File: config.mk
export PLATFORM = sky130hd
export DESIGN_NAME = tmds_decoder
export DESIGN_NICKNAME = d
export VERILOG_FILES = /design/src/rtl/dvi_pkg.sv /design/src/rtl/tmds_symbol_decode.sv /design/src/rtl/tmds_decoder.sv
export SDC_FILE = /design/constraint.sdc
export NUM_CORES = 1
export LEC_CHECK = 0
export CAP_MARGIN = 20
export CORE_MARGIN = 1
export CORE_UTILIZATION = 30
export CTS_CLUSTER_DIAMETER = 120
export DETAILED_ROUTE_END_ITERATION = 10
export PLACE_DENSITY = 0.46
export SYNTH_ARGS = -nofsm -noshare
export SYNTH_HDL_FRONTEND = slang
export SYNTH_SLANG_ARGS = --single-unit
File: constraint.sdc
create_clock -name clk_i -period 2.85 [get_ports clk_i]
set_clock_uncertainty 0.2 [all_clocks]
set_input_delay 0.285 -clock clk_i [delete_from_list [all_inputs] [get_ports clk_i]]
set_output_delay 0.285 -clock clk_i [all_outputs]
set_load 0.03 [all_outputs]
File: src/rtl/dvi_pkg.sv
// Shared DVI/TMDS definitions used by the transmit and receive paths.
//   COLOR_W            decoded pixel data width (fixed at 8 by TMDS)
//   CTRL_TOKEN_xx      10-bit control tokens, written as symbol[9:0]
//   tmds_align_state_t receive-side word-alignment FSM states
package dvi_pkg;

  localparam int COLOR_W = 8;

  localparam logic [9:0] CTRL_TOKEN_00 = 10'b1101010100;
  localparam logic [9:0] CTRL_TOKEN_01 = 10'b0010101011;
  localparam logic [9:0] CTRL_TOKEN_10 = 10'b0101010100;
  localparam logic [9:0] CTRL_TOKEN_11 = 10'b1010101011;

  typedef enum logic [1:0] {
    SEARCH    = 2'd0,
    SLIP_WAIT = 2'd1,
    LOCKED    = 2'd2
  } tmds_align_state_t;

endpackage

File: src/rtl/tmds_symbol_decode.sv
// Purely combinational TMDS symbol decoder.
//   symbol_i   [9:0]        raw aligned symbol, bit 0 first on the wire
//   is_token_o              symbol is one of the four control tokens
//   ctrl_o     [1:0]        {c1,c0} of the token (0 when not a token)
//   data_o     [COLOR_W-1:0] 8b/10b-TMDS decoded data (valid when not a token)
module tmds_symbol_decode
  import dvi_pkg::*;
(
  input  logic [9:0]         symbol_i,
  output logic               is_token_o,
  output logic [1:0]         ctrl_o,
  output logic [COLOR_W-1:0] data_o
);

  logic [COLOR_W-1:0] p;

  always_comb begin
    // NOTE: every output of a combinational block gets a default first so no
    // path leaves it unassigned; otherwise synthesis infers a latch.
    is_token_o = 1'b1;
    ctrl_o     = 2'b00;
    unique case (symbol_i)
      CTRL_TOKEN_00: ctrl_o = 2'b00;
      CTRL_TOKEN_01: ctrl_o = 2'b01;
      CTRL_TOKEN_10: ctrl_o = 2'b10;
      CTRL_TOKEN_11: ctrl_o = 2'b11;
      default:       is_token_o = 1'b0;
    endcase
  end

  // q[9] marks an inverted payload; q[8] selects XOR vs XNOR chaining.
  always_comb begin
    p         = symbol_i[9] ? ~symbol_i[7:0] : symbol_i[7:0];
    data_o    = '0;
    data_o[0] = p[0];
    for (int i = 1; i < COLOR_W; i++) begin
      data_o[i] = symbol_i[8] ? (p[i] ^ p[i-1]) : ~(p[i] ^ p[i-1]);
    end
  end

endmodule

File: src/rtl/tmds_decoder.sv
// Single-channel TMDS receive decoder with word-alignment search.
//   clk_i      pixel clock, same domain as the deserializer parallel word
//   rst_n_i    asynchronous active-low reset
//   symbol_i   [9:0] raw symbol from the deserializer, bit 0 first on wire
//   bitslip_o  one-cycle pulse asking the deserializer to shift by one bit
//   locked_o   word alignment achieved
//   data_o     [COLOR_W-1:0] decoded pixel data (0 unless locked video)
//   ctrl_o     [1:0] decoded {c1,c0}, held across video periods
//   de_o       data enable, 1 on video symbols while locked
module tmds_decoder
  import dvi_pkg::*;
#(
  parameter int LOCK_TOKENS    = 8,
  parameter int SEARCH_TIMEOUT = 2048,
  parameter int SLIP_SETTLE    = 4
) (
  input  logic               clk_i,
  input  logic               rst_n_i,
  input  logic [9:0]         symbol_i,
  output logic               bitslip_o,
  output logic               locked_o,
  output logic [COLOR_W-1:0] data_o,
  output logic [1:0]         ctrl_o,
  output logic               de_o
);

  localparam int CNT_W = $clog2(SEARCH_TIMEOUT + 1);
  localparam int SET_W = $clog2(SLIP_SETTLE + 1);

  logic               is_token;
  logic [1:0]         tok_ctrl;
  logic [COLOR_W-1:0] dec_data;

  tmds_symbol_decode u_decode (
    .symbol_i   (symbol_i),
    .is_token_o (is_token),
    .ctrl_o     (tok_ctrl),
    .data_o     (dec_data)
  );

  tmds_align_state_t  state_q, state_d;
  logic [CNT_W-1:0]   run_q, run_d, tmo_q, tmo_d;
  logic [SET_W-1:0]   settle_q, settle_d;
  logic               bitslip_q, bitslip_d;
  logic [COLOR_W-1:0] data_q, data_d;
  logic [1:0]         ctrl_q, ctrl_d;
  logic               de_q, de_d;

  logic [CNT_W-1:0] run_next;
  logic             run_done;
  logic             timeout;

  // run_cnt saturates at LOCK_TOKENS so "run complete" fires once per run.
  assign run_next = !is_token                   ? '0 :
                    (run_q == CNT_W'(LOCK_TOKENS)) ? run_q : run_q + 1'b1;
  assign run_done = is_token && (run_q == CNT_W'(LOCK_TOKENS - 1));
  assign timeout  = (tmo_q == CNT_W'(SEARCH_TIMEOUT - 1));

  always_comb begin
    state_d   = state_q;
    run_d     = run_next;
    tmo_d     = tmo_q + 1'b1;
    settle_d  = '0;
    bitslip_d = 1'b0;

    unique case (state_q)
      SEARCH: begin
        // Run complete has priority over a coincident timeout.
        if (run_done) begin
          state_d = LOCKED;
          run_d   = '0;
          tmo_d   = '0;
        end else if (timeout) begin
          state_d   = SLIP_WAIT;
          bitslip_d = 1'b1;
          run_d     = '0;
          tmo_d     = '0;
        end
      end
      SLIP_WAIT: begin
        // The deserializer output is unsettled here; ignore symbols.
        run_d = '0;
        tmo_d = '0;
        if (settle_q == SET_W'(SLIP_SETTLE - 1)) state_d = SEARCH;
        else                                     settle_d = settle_q + 1'b1;
      end
      LOCKED: begin
        if (run_done) begin
          tmo_d = '0;
        end else if (timeout) begin
          // Loss of lock re-enters search without slipping; the next
          // slip only follows another full timeout.
          state_d = SEARCH;
          run_d   = '0;
          tmo_d   = '0;
        end
      end
      default: begin
        state_d = SEARCH;
        run_d   = '0;
        tmo_d   = '0;
      end
    endcase
  end

  // Output registers follow the next state so locked_o and the first
  // locked decode appear on the same cycle.
  always_comb begin
    data_d = '0;
    ctrl_d = 2'b00;
    de_d   = 1'b0;
    if (state_d == LOCKED) begin
      if (is_token) begin
        ctrl_d = tok_ctrl;
      end else begin
        de_d   = 1'b1;
        data_d = dec_data;
        ctrl_d = ctrl_q;
      end
    end
  end

  // NOTE: sequential state uses non-blocking assignments so every register
  // samples the pre-edge values, independent of statement order.
  // NOTE: all registers here are control/datapath state that must be in a
  // known value after reset, so each one is asynchronously cleared.
  always_ff @(posedge clk_i or negedge rst_n_i) begin
    if (!rst_n_i) begin
      state_q   <= SEARCH;
      run_q     <= '0;
      tmo_q     <= '0;
      settle_q  <= '0;
      bitslip_q <= 1'b0;
      data_q    <= '0;
      ctrl_q    <= 2'b00;
      de_q      <= 1'b0;
    end else begin
      state_q   <= state_d;
      run_q     <= run_d;
      tmo_q     <= tmo_d;
      settle_q  <= settle_d;
      bitslip_q <= bitslip_d;
      data_q    <= data_d;
      ctrl_q    <= ctrl_d;
      de_q      <= de_d;
    end
  end

  assign bitslip_o = bitslip_q;
  assign locked_o  = (state_q == LOCKED);
  assign data_o    = data_q;
  assign ctrl_o    = ctrl_q;
  assign de_o      = de_q;

endmodule

==> flow_metrics.py <==
metrics = {
    "grt": {
        "grt_pass1_vias": 1485,
        "grt_pass1_wl_mm": 7.10,
        "grt_use_total": 0.128,
        "grt_max_degree": 42,
        "overflow": 0,
        "antenna_found_initial": 0,
    },
    "critical_path": {
        "crit_required_ns": 2.84,
        "crit_fanout": 12,
        "start_kind": "input port",
        "cp_data_arrival_time_ns": 2.45,
        "reg2regPathDepth": 4,
        "criticalPathCategory": "input port to flop",
        "end_kind": "flop",
    },
    "final_layout": {
        "fill_cells": 652,
        "layout-drive-gt1-share": 0.0815,
        "syn2layout_area_growth_pct": 22.7,
        "final_cell_count_no_fill": 310,
        "antenna_cells": 0,
        "final_nets": 255,
    },
    "sta": {
        "final_hold_viol_count": 0,
        "fin_tns_setup_ns": 0,
        "finalMaxSlewViolations": 0,
        "tightest_slew_ns": 0.926,
        "fmax_mhz": 408,
        "slew_headroom": 0.383,
        "fin_crit_sh": 0.860,
        "rsz0062_at_grt": "no",
        "fin_ws_ns": 0.398,
        "min_period_ns": 2.45,
        "finalSetupViolCount": 0,
    },
    "min_path": {
        "hp-class": "flop to flop",
        "hold_depth": 1,
    },
    "die": {
        "initial_core_util": 0.319,
        "coreArea_um2": 6490,
        "ios": 25,
        "die_h_um": 85.1,
        "fp-row-count": 29,
        "die_x_um": 85.1,
        "die_area_um2": 7230,
    },
    "yosys": {
        "synthCells": 200,
        "yosys_warnings": 0,
        "synth_cell_type_count": 33,
        "mappedNetlistArea_um2": 2070,
        "postSynthAreaPerCell_um2": 10.3,
        "synth_nets": 222,
        "ys_ff_latch": 41,
        "seq_area_frac_synth": 0.496,
    },
    "detailed_routing": {
        "first_iter_violations": 37,
        "ant_nets": 0,
        "vias_per_cell": 4.63,
        "routed_wl_mm": 4.09,
        "wl_per_cell_um": 13.2,
        "first_pass_iters": 4,
        "drc": 0,
        "vias": 1436,
    },
    "placed_design": {
        "post-place-ws_ns": -0.0962,
        "dp_cells": 302,
        "dp_hpwl_mm": 2.85,
        "port_buffers": 24,
        "place.gp.congestion": 0.743,
    },
    "power": {
        "combinationalPowerShare": 0.059,
        "power.total_w": 0.00111,
        "p_int_w": 0.000869,
        "p_switching_w": 0.000239,
        "peakVddDrop_v": 0.000217,
        "p_clk_frac": 0.417,
        "swShare": 0.216,
        "leakage_nw": 1.13,
        "power_density_nw_per_um2": 437,
        "pwr-share-seq": 0.524,
    },
    "clocking": {
        "clockBufferDepth": 2,
        "numCtsBuffers": 5,
        "clkTransAtPathRegs_ns": 0.08,
        "cts_root_buf": "clkbuf_8",
        "cts_tree": "done",
        "cts_sinks": 41,
        "worstSkewPairLatency_ns": 0.30,
        "h-tree-depth": 2,
    },
    "outcome": {
        "status": "completed",
    },
    "job": {
        "maxCapViolations": 0,
    },
}
cell usage after synthesis (all sizes together):
cell type  count  area share
inv           11       0.020
nor4           7       0.028
mux2i          4       0.021
and2           2      0.0060
a21oi          2      0.0048
nor2b          2      0.0060
a2111o         1      0.0060
nand2b         1      0.0030
xor2          12       0.051
or4            3       0.013
nand3b         1      0.0036
or3b           1      0.0042
nor4bb         3       0.015
nand4          4       0.012
a21boi         1      0.0036
and3           3      0.0091
nor2          26       0.047
clkbuf         3      0.0054
ha            10       0.060
o211a          1      0.0048
or2b           1      0.0036
xnor2         18       0.076
nand2         17       0.031
nand3         11       0.027
buf            2      0.0091
and4b          2      0.0097
nor3          10       0.024
dfrtp         41        0.50
power groups by stage:
stage               registers [W]  clock network [W]  logic (W)
CTS                      0.000581           0.000484  0.0000677
detailed placement       0.000593                  0  0.0000666
global route             0.000581           0.000502  0.0000744
finish                   0.000581           0.000462  0.0000655
global placement         0.000593                  0  0.0000675
floorplan                0.000593                  0  0.0000291
layer usage:
layer,GRT usage,part of all wire,vias up
met5,0,0,-
met4,0.0416,0.0066,0
met3,0.0447,0.034,2
met2,0.192,0.48,13
met1,0.174,0.48,683
li1,-,-,738
placed cells by master, fill, tap and decap left out, types with 2 or more instances in the layout:
master,synthesis,layout
mux2i_1,3,3
nand4_1,4,4
xor2_1,12,12
nor2_1,26,26
nor4_1,6,6
or4_1,2,2
xnor2_1,18,18
nor2b_1,2,2
nor4bb_1,3,3
nand3_1,11,11
nand2_1,17,17
nor3_1,10,10
buf_4,1,6
ha_1,10,10
and4b_1,2,2
dfrtp_1,41,41
and3_1,3,3
clkbuf_8,0,5
a21oi_1,2,2
inv_1,11,11
clkdlybuf4s50_1,0,23
logic make-up (layout without fill, tap and decap cells):
family	count (synthesis)	after routing	share of synthesized area
adders and majority gates	10	10	0.0605
xor gates and xnor gates	30	30	0.127
DFF	41	41	0.496
muxes	4	4	0.0212
AOI/OAI and AO/OA	5	5	0.0193
buffers and inverters	16	49	0.0345
and+or+nand+nor	94	94	0.242
critical path, stage by stage:
cell             delay, ns
clkdlybuf4s50_1       0.52
ha_1                  0.15
nor4bb_1              0.20
nand3_1               0.20
a2111o_2              0.51
mux2i_4               0.26
nor4_1                0.31
repair_timing:
action                                  4_1_cts  5_1_grt
resized for setup                             0        1
endpoints found under the setup margin        0        1
hold buffers                                  1        0
hold endpoints to repair                     41        0
setup buffers                                 0        0
metrics by stage:
stage | hold slack, ns | area [um2] | utilization
finish | 0.252 | 2540 | 0.391
floorplan | -0.211 | 2070 | -
global placement | 0.244 | 2420 | 0.372
global route | 0.270 | 2540 | 0.391
detailed placement | 0.240 | 2420 | 0.372
CTS | 0.252 | 2530 | 0.390
state kept, by name, summed over array words and instances, names as in the netlist:
signal,count
bitslip_o,1
de_o,1
run_q,12
data_o,8
state_q,2
tmo_q,12
ctrl_o,2
settle_q,3
final timing paths:
check,from,slack (ns),endpoint
worst max-delay path,symbol_i[0],0.40,run_q[11]
worst min-delay path,settle_q[0],0.25,settle_q[0]
worst max register to register,run_q[8],0.43,run_q[11]
worst min register to register,settle_q[0],0.25,settle_q[0]
max in group asynchronous,rst_n_i,1.39,ctrl_o[1]
min in group asynchronous,rst_n_i,0.47,tmo_q[7]
cell type report:
type / count / area [um2] / area share
clock buffers: 5 / 68.8 / 0.0271
clock inverters: 2 / 35.0 / 0.0138
inverters: 11 / 41.3 / 0.0163
multi-input cells: 143 / 981 / 0.386
repair buffers: 31 / 290 / 0.114
well taps: 77 / 96.3 / 0.0379
flip-flops and latches: 41 / 1030 / 0.404
No activity file was read; power rests on OpenSTA's default activity.
